**src/rtl/ifetch_unit_pkg.sv**
```systemverilog
// Shared fetch-pipeline types: queue entry layout, fetch FSM states and the
// canonical NOP encoding used to initialise empty queue slots.
package ifetch_unit_pkg;

  localparam int XLEN = 32;

  // addi x0, x0, 0
  localparam logic [XLEN-1:0] INSTR_NOP = 32'h0000_0013;

  typedef enum logic [1:0] {
    IDLE = 2'd0,
    REQ  = 2'd1,
    WAIT = 2'd2,
    DROP = 2'd3
  } fetch_state_t;

  typedef struct packed {
    logic [XLEN-1:0] pc;
    logic [XLEN-1:0] instr;
  } fetch_entry_t;

endpackage

```
**src/rtl/ifetch_unit_if.sv**
```systemverilog
// Instruction-memory request/grant/response bus. The fetch unit is the
// master; the memory (or its model) is the slave.
interface ifetch_unit_if #(
  parameter int WIDTH = 32
);

  logic             imem_req_out;
  logic [WIDTH-1:0] imem_addr_out;
  logic             imem_gnt_in;
  logic             imem_rvalid_in;
  logic [WIDTH-1:0] imem_rdata_in;

  modport master (
    output imem_req_out,
    output imem_addr_out,
    input  imem_gnt_in,
    input  imem_rvalid_in,
    input  imem_rdata_in
  );

  modport slave (
    input  imem_req_out,
    input  imem_addr_out,
    output imem_gnt_in,
    output imem_rvalid_in,
    output imem_rdata_in
  );

endinterface

```
**src/rtl/ifetch_unit_fifo.sv**
```systemverilog
// Small fetch queue of {pc, instr} entries. Head is read combinationally,
// clear has priority over push/pop, pointers wrap naturally (DEPTH is a
// power of two).
module fetch_fifo
  import ifetch_unit_pkg::*;
#(
  parameter int DEPTH = 2
) (
  input  logic                     clk_in,
  input  logic                     rst_in,
  input  logic                     push_in,
  input  logic                     pop_in,
  input  logic                     clear_in,
  input  fetch_entry_t             data_in,
  output fetch_entry_t             head_out,
  output logic                     empty_out,
  output logic [$clog2(DEPTH):0]   count_out
);

  localparam int AW = $clog2(DEPTH);
  localparam int CW = AW + 1;

  logic [AW-1:0] r_wr_ptr;
  logic [AW-1:0] r_rd_ptr;
  logic [CW-1:0] r_count;
  logic          w_push;
  logic          w_pop;
  fetch_entry_t  w_slots [DEPTH];

  assign empty_out = (r_count == '0);
  assign count_out = r_count;
  // A clear wins over anything else in the same cycle.
  assign w_push    = push_in && !clear_in;
  assign w_pop     = pop_in && !empty_out && !clear_in;
  assign head_out  = w_slots[r_rd_ptr];

  for (genvar gi = 0; gi < DEPTH; gi++) begin : g_slot
    fetch_entry_t r_entry;

    // Slot captures the incoming entry when the write pointer points at it.
    always_ff @(posedge clk_in or negedge rst_in) begin
      if (!rst_in) begin
        r_entry <= '{pc: '0, instr: INSTR_NOP};
      end else if (w_push && (r_wr_ptr == AW'(gi))) begin
        r_entry <= data_in;
      end
    end

    assign w_slots[gi] = r_entry;
  end

  // Pointer and occupancy bookkeeping.
  always_ff @(posedge clk_in or negedge rst_in) begin
    if (!rst_in) begin
      r_wr_ptr <= '0;
      r_rd_ptr <= '0;
      r_count  <= '0;
    end else if (clear_in) begin
      r_wr_ptr <= '0;
      r_rd_ptr <= '0;
      r_count  <= '0;
    end else begin
      if (w_push) r_wr_ptr <= r_wr_ptr + AW'(1);
      if (w_pop)  r_rd_ptr <= r_rd_ptr + AW'(1);
      case ({w_push, w_pop})
        2'b10:   r_count <= r_count + CW'(1);
        2'b01:   r_count <= r_count - CW'(1);
        default: r_count <= r_count;
      endcase
    end
  end

endmodule

```
**src/rtl/ifetch_unit.sv**
```systemverilog
// Instruction fetch stage: samples the PC, performs one word read at a time
// over the request/grant/response bus and queues {pc, instr} for decode.
// stall_out tells the PC register to hold whenever a new PC cannot be taken.
module ifetch_unit
  import ifetch_unit_pkg::*;
#(
  parameter int WIDTH = XLEN,
  parameter int DEPTH = 2
) (
  input  logic               clk_in,
  input  logic               rst_in,
  input  logic [WIDTH-1:0]   pc_in,
  input  logic               flush_in,
  output logic               stall_out,
  ifetch_unit_if.master      imem,
  output logic               instr_valid_out,
  output logic [WIDTH-1:0]   instr_out,
  output logic [WIDTH-1:0]   instr_pc_out,
  input  logic               decode_ready_in
);

  localparam int CW = $clog2(DEPTH) + 1;

  fetch_state_t     r_state;
  fetch_state_t     w_state_next;
  logic [WIDTH-1:0] r_addr;
  logic [WIDTH-1:0] r_pc;
  logic             r_flush_seen;
  logic             w_flush_seen_next;
  logic             w_accept;
  logic             w_push;
  logic             w_pop;
  logic             w_empty;
  logic [CW-1:0]    w_count;
  fetch_entry_t     w_push_entry;
  fetch_entry_t     w_head;

  assign imem.imem_req_out  = (r_state == REQ);
  assign imem.imem_addr_out = r_addr;

  assign w_push_entry    = '{pc: r_pc, instr: imem.imem_rdata_in};
  assign instr_valid_out = !w_empty;
  assign instr_out       = instr_valid_out ? w_head.instr : '0;
  assign instr_pc_out    = instr_valid_out ? w_head.pc    : '0;
  assign w_pop           = instr_valid_out && decode_ready_in;

  // Next-state, accept/push decisions and PC-register stall.
  always_comb begin
    w_state_next      = r_state;
    w_flush_seen_next = r_flush_seen;
    w_accept          = 1'b0;
    w_push            = 1'b0;
    stall_out         = 1'b1;
    case (r_state)
      IDLE: begin
        // Queue space is reserved here, so the later push can never overflow.
        w_accept  = !flush_in && (w_count < CW'(DEPTH));
        stall_out = !w_accept;
        if (w_accept) begin
          w_state_next      = REQ;
          w_flush_seen_next = 1'b0;
        end
      end
      REQ: begin
        // The request stays up until granted; a flush only marks the
        // eventual response for discard.
        if (imem.imem_gnt_in) begin
          w_state_next = (flush_in || r_flush_seen) ? DROP : WAIT;
        end else if (flush_in) begin
          w_flush_seen_next = 1'b1;
        end
      end
      WAIT: begin
        if (imem.imem_rvalid_in) begin
          w_push       = !flush_in;
          w_state_next = IDLE;
        end else if (flush_in) begin
          w_state_next = DROP;
        end
      end
      DROP: begin
        if (imem.imem_rvalid_in) w_state_next = IDLE;
      end
      default: w_state_next = IDLE;
    endcase
  end

  // State, fetch address and fetch PC registers.
  always_ff @(posedge clk_in or negedge rst_in) begin
    if (!rst_in) begin
      r_state      <= IDLE;
      r_addr       <= '0;
      r_pc         <= '0;
      r_flush_seen <= 1'b0;
    end else begin
      r_state      <= w_state_next;
      r_flush_seen <= w_flush_seen_next;
      if (w_accept) begin
        r_addr <= {pc_in[WIDTH-1:2], 2'b00};
        r_pc   <= pc_in;
      end
    end
  end

  fetch_fifo #(
    .DEPTH(DEPTH)
  ) u_fifo (
    .clk_in    (clk_in),
    .rst_in    (rst_in),
    .push_in   (w_push),
    .pop_in    (w_pop),
    .clear_in  (flush_in),
    .data_in   (w_push_entry),
    .head_out  (w_head),
    .empty_out (w_empty),
    .count_out (w_count)
  );

  // A response is only legal while a granted read is outstanding.
  a_no_stray_rvalid: assert property (@(posedge clk_in) disable iff (!rst_in)
    !(imem.imem_rvalid_in && (r_state == IDLE || r_state == REQ)));

endmodule

```
**src/flat_wrapper.sv**
```systemverilog
// flat-port wrapper written by rule: the top's interface ports become plain ports
module ifetch_unit_flat import ifetch_unit_pkg::*;
#(
  parameter int WIDTH = XLEN,
  parameter int DEPTH = 2
)
  (clk_in, rst_in, pc_in, flush_in, stall_out, instr_valid_out, instr_out, instr_pc_out, decode_ready_in, imem_imem_req_out, imem_imem_addr_out, imem_imem_gnt_in, imem_imem_rvalid_in, imem_imem_rdata_in);
  ifetch_unit_if #(.WIDTH(WIDTH)) imem_i ();
  input  logic clk_in;
  input  logic rst_in;
  input  logic [WIDTH-1:0] pc_in;
  input  logic flush_in;
  output logic stall_out;
  output logic instr_valid_out;
  output logic [WIDTH-1:0] instr_out;
  output logic [WIDTH-1:0] instr_pc_out;
  input  logic decode_ready_in;
  output wire logic [$bits(imem_i.imem_req_out)-1:0] imem_imem_req_out;
  output wire logic [$bits(imem_i.imem_addr_out)-1:0] imem_imem_addr_out;
  input wire logic [$bits(imem_i.imem_gnt_in)-1:0] imem_imem_gnt_in;
  input wire logic [$bits(imem_i.imem_rvalid_in)-1:0] imem_imem_rvalid_in;
  input wire logic [$bits(imem_i.imem_rdata_in)-1:0] imem_imem_rdata_in;
  assign imem_imem_req_out = imem_i.imem_req_out;
  assign imem_imem_addr_out = imem_i.imem_addr_out;
  assign imem_i.imem_gnt_in = imem_imem_gnt_in;
  assign imem_i.imem_rvalid_in = imem_imem_rvalid_in;
  assign imem_i.imem_rdata_in = imem_imem_rdata_in;
  ifetch_unit #(.WIDTH(WIDTH), .DEPTH(DEPTH)) u_core (.clk_in(clk_in), .rst_in(rst_in), .pc_in(pc_in), .flush_in(flush_in), .stall_out(stall_out), .imem(imem_i), .instr_valid_out(instr_valid_out), .instr_out(instr_out), .instr_pc_out(instr_pc_out), .decode_ready_in(decode_ready_in));
endmodule
```
**config.mk**
```make
export PLATFORM = sky130hd
export DESIGN_NAME = ifetch_unit_flat
export DESIGN_NICKNAME = d
export VERILOG_FILES = /design/src/rtl/ifetch_unit_pkg.sv /design/src/rtl/ifetch_unit_if.sv /design/src/rtl/ifetch_unit_fifo.sv /design/src/rtl/ifetch_unit.sv /design/src/flat_wrapper.sv
export SDC_FILE = /design/constraint.sdc
export NUM_CORES = 1
export LEC_CHECK = 0
export CAP_MARGIN = 5
export CORE_MARGIN = 5
export CORE_UTILIZATION = 51
export CTS_CLUSTER_SIZE = 24
export DETAILED_ROUTE_END_ITERATION = 10
export HOLD_SLACK_MARGIN = 0.1
export PLACE_DENSITY = 0.8
export SLEW_MARGIN = 20
export SYNTH_ARGS = -nofsm -noshare
export SYNTH_HDL_FRONTEND = slang
export SYNTH_SLANG_ARGS = --single-unit
```
**constraint.sdc**
```tcl
create_clock -name clk_in -period 2.5 [get_ports clk_in]
set_input_delay 0.75 -clock clk_in [delete_from_list [all_inputs] [get_ports clk_in]]
set_output_delay 0.75 -clock clk_in [all_outputs]
set_load 0.005 [all_outputs]
```
==> reports/metrics.csv <==
metric,value,unit
status,finished clean,
final number of max-transition violations,0,
clock root cell,clkbuf_16,
Syn Area/Cell,14.1,µm²
worst reg2reg setup slack,0.73,ns
CP Cell Sequence,buf_8 -> clkbuf_16 -> buf_4 -> mux2i_1 -> nor2_1 -> clkbuf_2,
fill cell instance count of the final layout,1102,
Starting DRT DRC Count,196,
Min-Delay Path Class,primary input to asynchronous set/reset pin,
kind of launch point of the worst setup path,flip-flop,
setup repair after global routing missed its margin,true,
post-synthesis cell type with the largest combined area,dfrtp_1,
maximum number of pins on one net before global-route repair,64,
portion of the clock cycle consumed by the worst path in the final layout,0.993,
critical path class,flip-flop to primary output,
critical register-to-register path startpoint,u_core.r_state[0],
tightest hold margin,0.249,ns
number of flops mapped to enable cells by yosys,0,
most used cells in the layout excluding fill and tap cells,"dfrtp_1 (158), mux2_2 (101), clkdlybuf4s50_1 (98)",
Leak Pwr,0.00480,µW
count of inserted antenna diode cells,0,
setup skew after layout,0.00959,ns
area of the mapped netlist,7800,µm²
crit path DAT,1.73,ns
flip-flop and latch count after synthesis,167,
number of distinct library cells after synthesis,30,
area overhead of the layout relative to synthesis,32.0,%
sequential share of the synthesized area,0.537,
Crit path largest cell delay,0.53,ns
count of final hold-check violations,0,
Clock Latency Late Sink,0.42,ns
clock transition time at the flip-flop clock pins of the worst setup and hold paths,0.06,ns
number of H-tree levels,4,
placeable core area,15100,µm²
number of global-route vias before repair,5457,
Cells after Synth,553,
die width,134,µm
detailed-route via count,4857,
Layout Nets,788,
"IR drop worst, VDD",0.879,mV
WL/cell,19.7,µm
Critical Path End Type,primary output,
min Tclk post-route,2.48,ns
effective utilization at floorplan,0.517,
Achievable Freq,403,MHz
Max Fanout on Critical Path,8,
final setup violation count,0,
proportion of synthesized flip-flops having asynchronous set or reset,1.00,
TritonCTS clock tree,built,
floorplan die height,134,µm
critical path data required time,1.75,ns
Final Util,0.682,
number of maximum-capacitance violations,0,
GR Overflow Total,0,
I/O Buffers,166,
share of Yosys cell area claimed by the top area cell type,0.517,
clock buffer depth,2,
cell with the biggest individual delay on the critical path,dfrtp_4,
TritonRoute pass-1 iters,4,
Vias per Instance,5.29,
r2r endpoint,u_core.r_pc[26],
Routed Antenna Nets,0,
worst reg-to-reg path cell count,3,
# rows,45,
leading register cell type out of synthesis,dfrtp_1,
number of top-level design ports,169,
overall fraction of global-route tracks in use,0.206,
ratio of cells with drive above 1 in the final layout,0.404,
TritonCTS Sinks,167,
Die ar.,17900,µm²
drt drc,0,
HPWL after detailed placement,11300,µm
sum of routed wire length over all layers,18100,µm
GPL Wtd Cong,0.794,
initial antenna violation count,0,
Final TNS setup,0,ns
most frequent standard cell in the layout excluding fill and tap cells,dfrtp_1,
wire length of the first global-routing pass,28800,µm
Pwr Density,1010,nW/µm²
top cells by area in the synthesized netlist,"dfrtp_1 (52%), mux2_2 (15%), mux2_4 (12%)",
synthesis warning total,0,
TritonCTS Buffers,17,
[power by group]
part / total [µW] / switching [µW] / internal (µW)
Combinational: 3110 / 1040 / 2070
Clock: 2730 / 1100 / 1630
Sequential: 4600 / 779 / 3820
[critical path: cells and delay by family, from the launching register on]
kind / cells / cell delay, ns
buffers and inverters: 4 / 0.59
DFF: 1 / 0.53
muxes: 1 / 0.11
and+or+nand+nor: 1 / 0.09
[layer usage]
layer	vias up	global-route usage	share of wire
met2	124	0.337	0.50
met1	2501	0.269	0.44
li1	2213	-	-
met4	0	0.0629	0.015
met5	-	0	0
met3	19	0.0597	0.048
[how the worst max path moves through the flow]
stage,startpoint,to,slack (ns),cells past startpoint
2_1_floorplan,flush_in,stall_out,0.23,4
3_3_place_gp,flush_in,stall_out,-0.23,4
3_5_place_dp,flush_in,stall_out,-0.23,4
4_1_cts,u_core.u_fifo.r_rd_ptr,instr_out[8],-0.19,6
5_1_grt,u_core.u_fifo.r_rd_ptr,instr_pc_out[28],-0.05,6
6_report,u_core.u_fifo.r_rd_ptr,instr_out[5],0.02,6
[synthesized netlist by cell type, drive strengths merged, types with 2 or more instances]
library cell and n:
mux2i 64, o21ai 4, buf 56, nand2 3, nor2 70, nand2b 2, dfrtp 161, inv 5
mux2 161, clkbuf 7, dfstp 6, nand3b 2
[flip-flops by register name (all words and copies together), names as in the netlist]
name                          count
u_core.imem.imem_addr_out         1
u_core.u_fifo.r_wr_ptr            1
u_core.u_fifo.count_out           2
u_core.u_fifo.g_slot.r_entry    128
u_core.r_flush_seen               1
u_core.r_pc                      31
u_core.u_fifo.r_rd_ptr            1
u_core.r_state                    2
[final cells by class]
class                           count  area [µm²]  share of cell area
Inverter                            5        18.8             0.00182
Tap cell                          188         235              0.0228
Clock buffer                       19         453              0.0440
Clock inverter                     13         169              0.0164
Sequential cell                   167        4190               0.407
Timing Repair Buffer              208        2070               0.201
Multi-Input combinational cell    319        3160               0.307
[repair_timing]
action | CTS | global route
gates cloned | 6 | 2
hold buffers | 0 | 0
resized for setup | 138 | 60
setup buffers | 13 | 4
setup endpoints to repair | 66 | 58
pin swaps | 3 | 8
[stage by stage]
stage               cell area, µm²  total power (µW)  cells  worst slack, ns
finish                       10300             10400    919           0.0177
global route                 10300             11000    919          -0.0483
CTS                          10300             10500    916           -0.187
detailed placement            9550              7660    865           -0.231
global placement              9550              7420    865           -0.229
floorplan                     7800              6580    554            0.231
[kinds of logic (layout without fill, tap and decap cells)]
logic type	Yosys count	count (layout)	share of synthesized area
AND/OR/NAND/NOR	81	81	0.0472
buffers and inverters	68	245	0.0621
multiplexers	225	225	0.344
other	1	2	0.000481
AO/OA/AOI/OAI	10	10	0.00867
flip-flops	167	167	0.537
XOR/XNOR	1	1	0.00112
No activity file was read; power rests on OpenSTA's default activity.
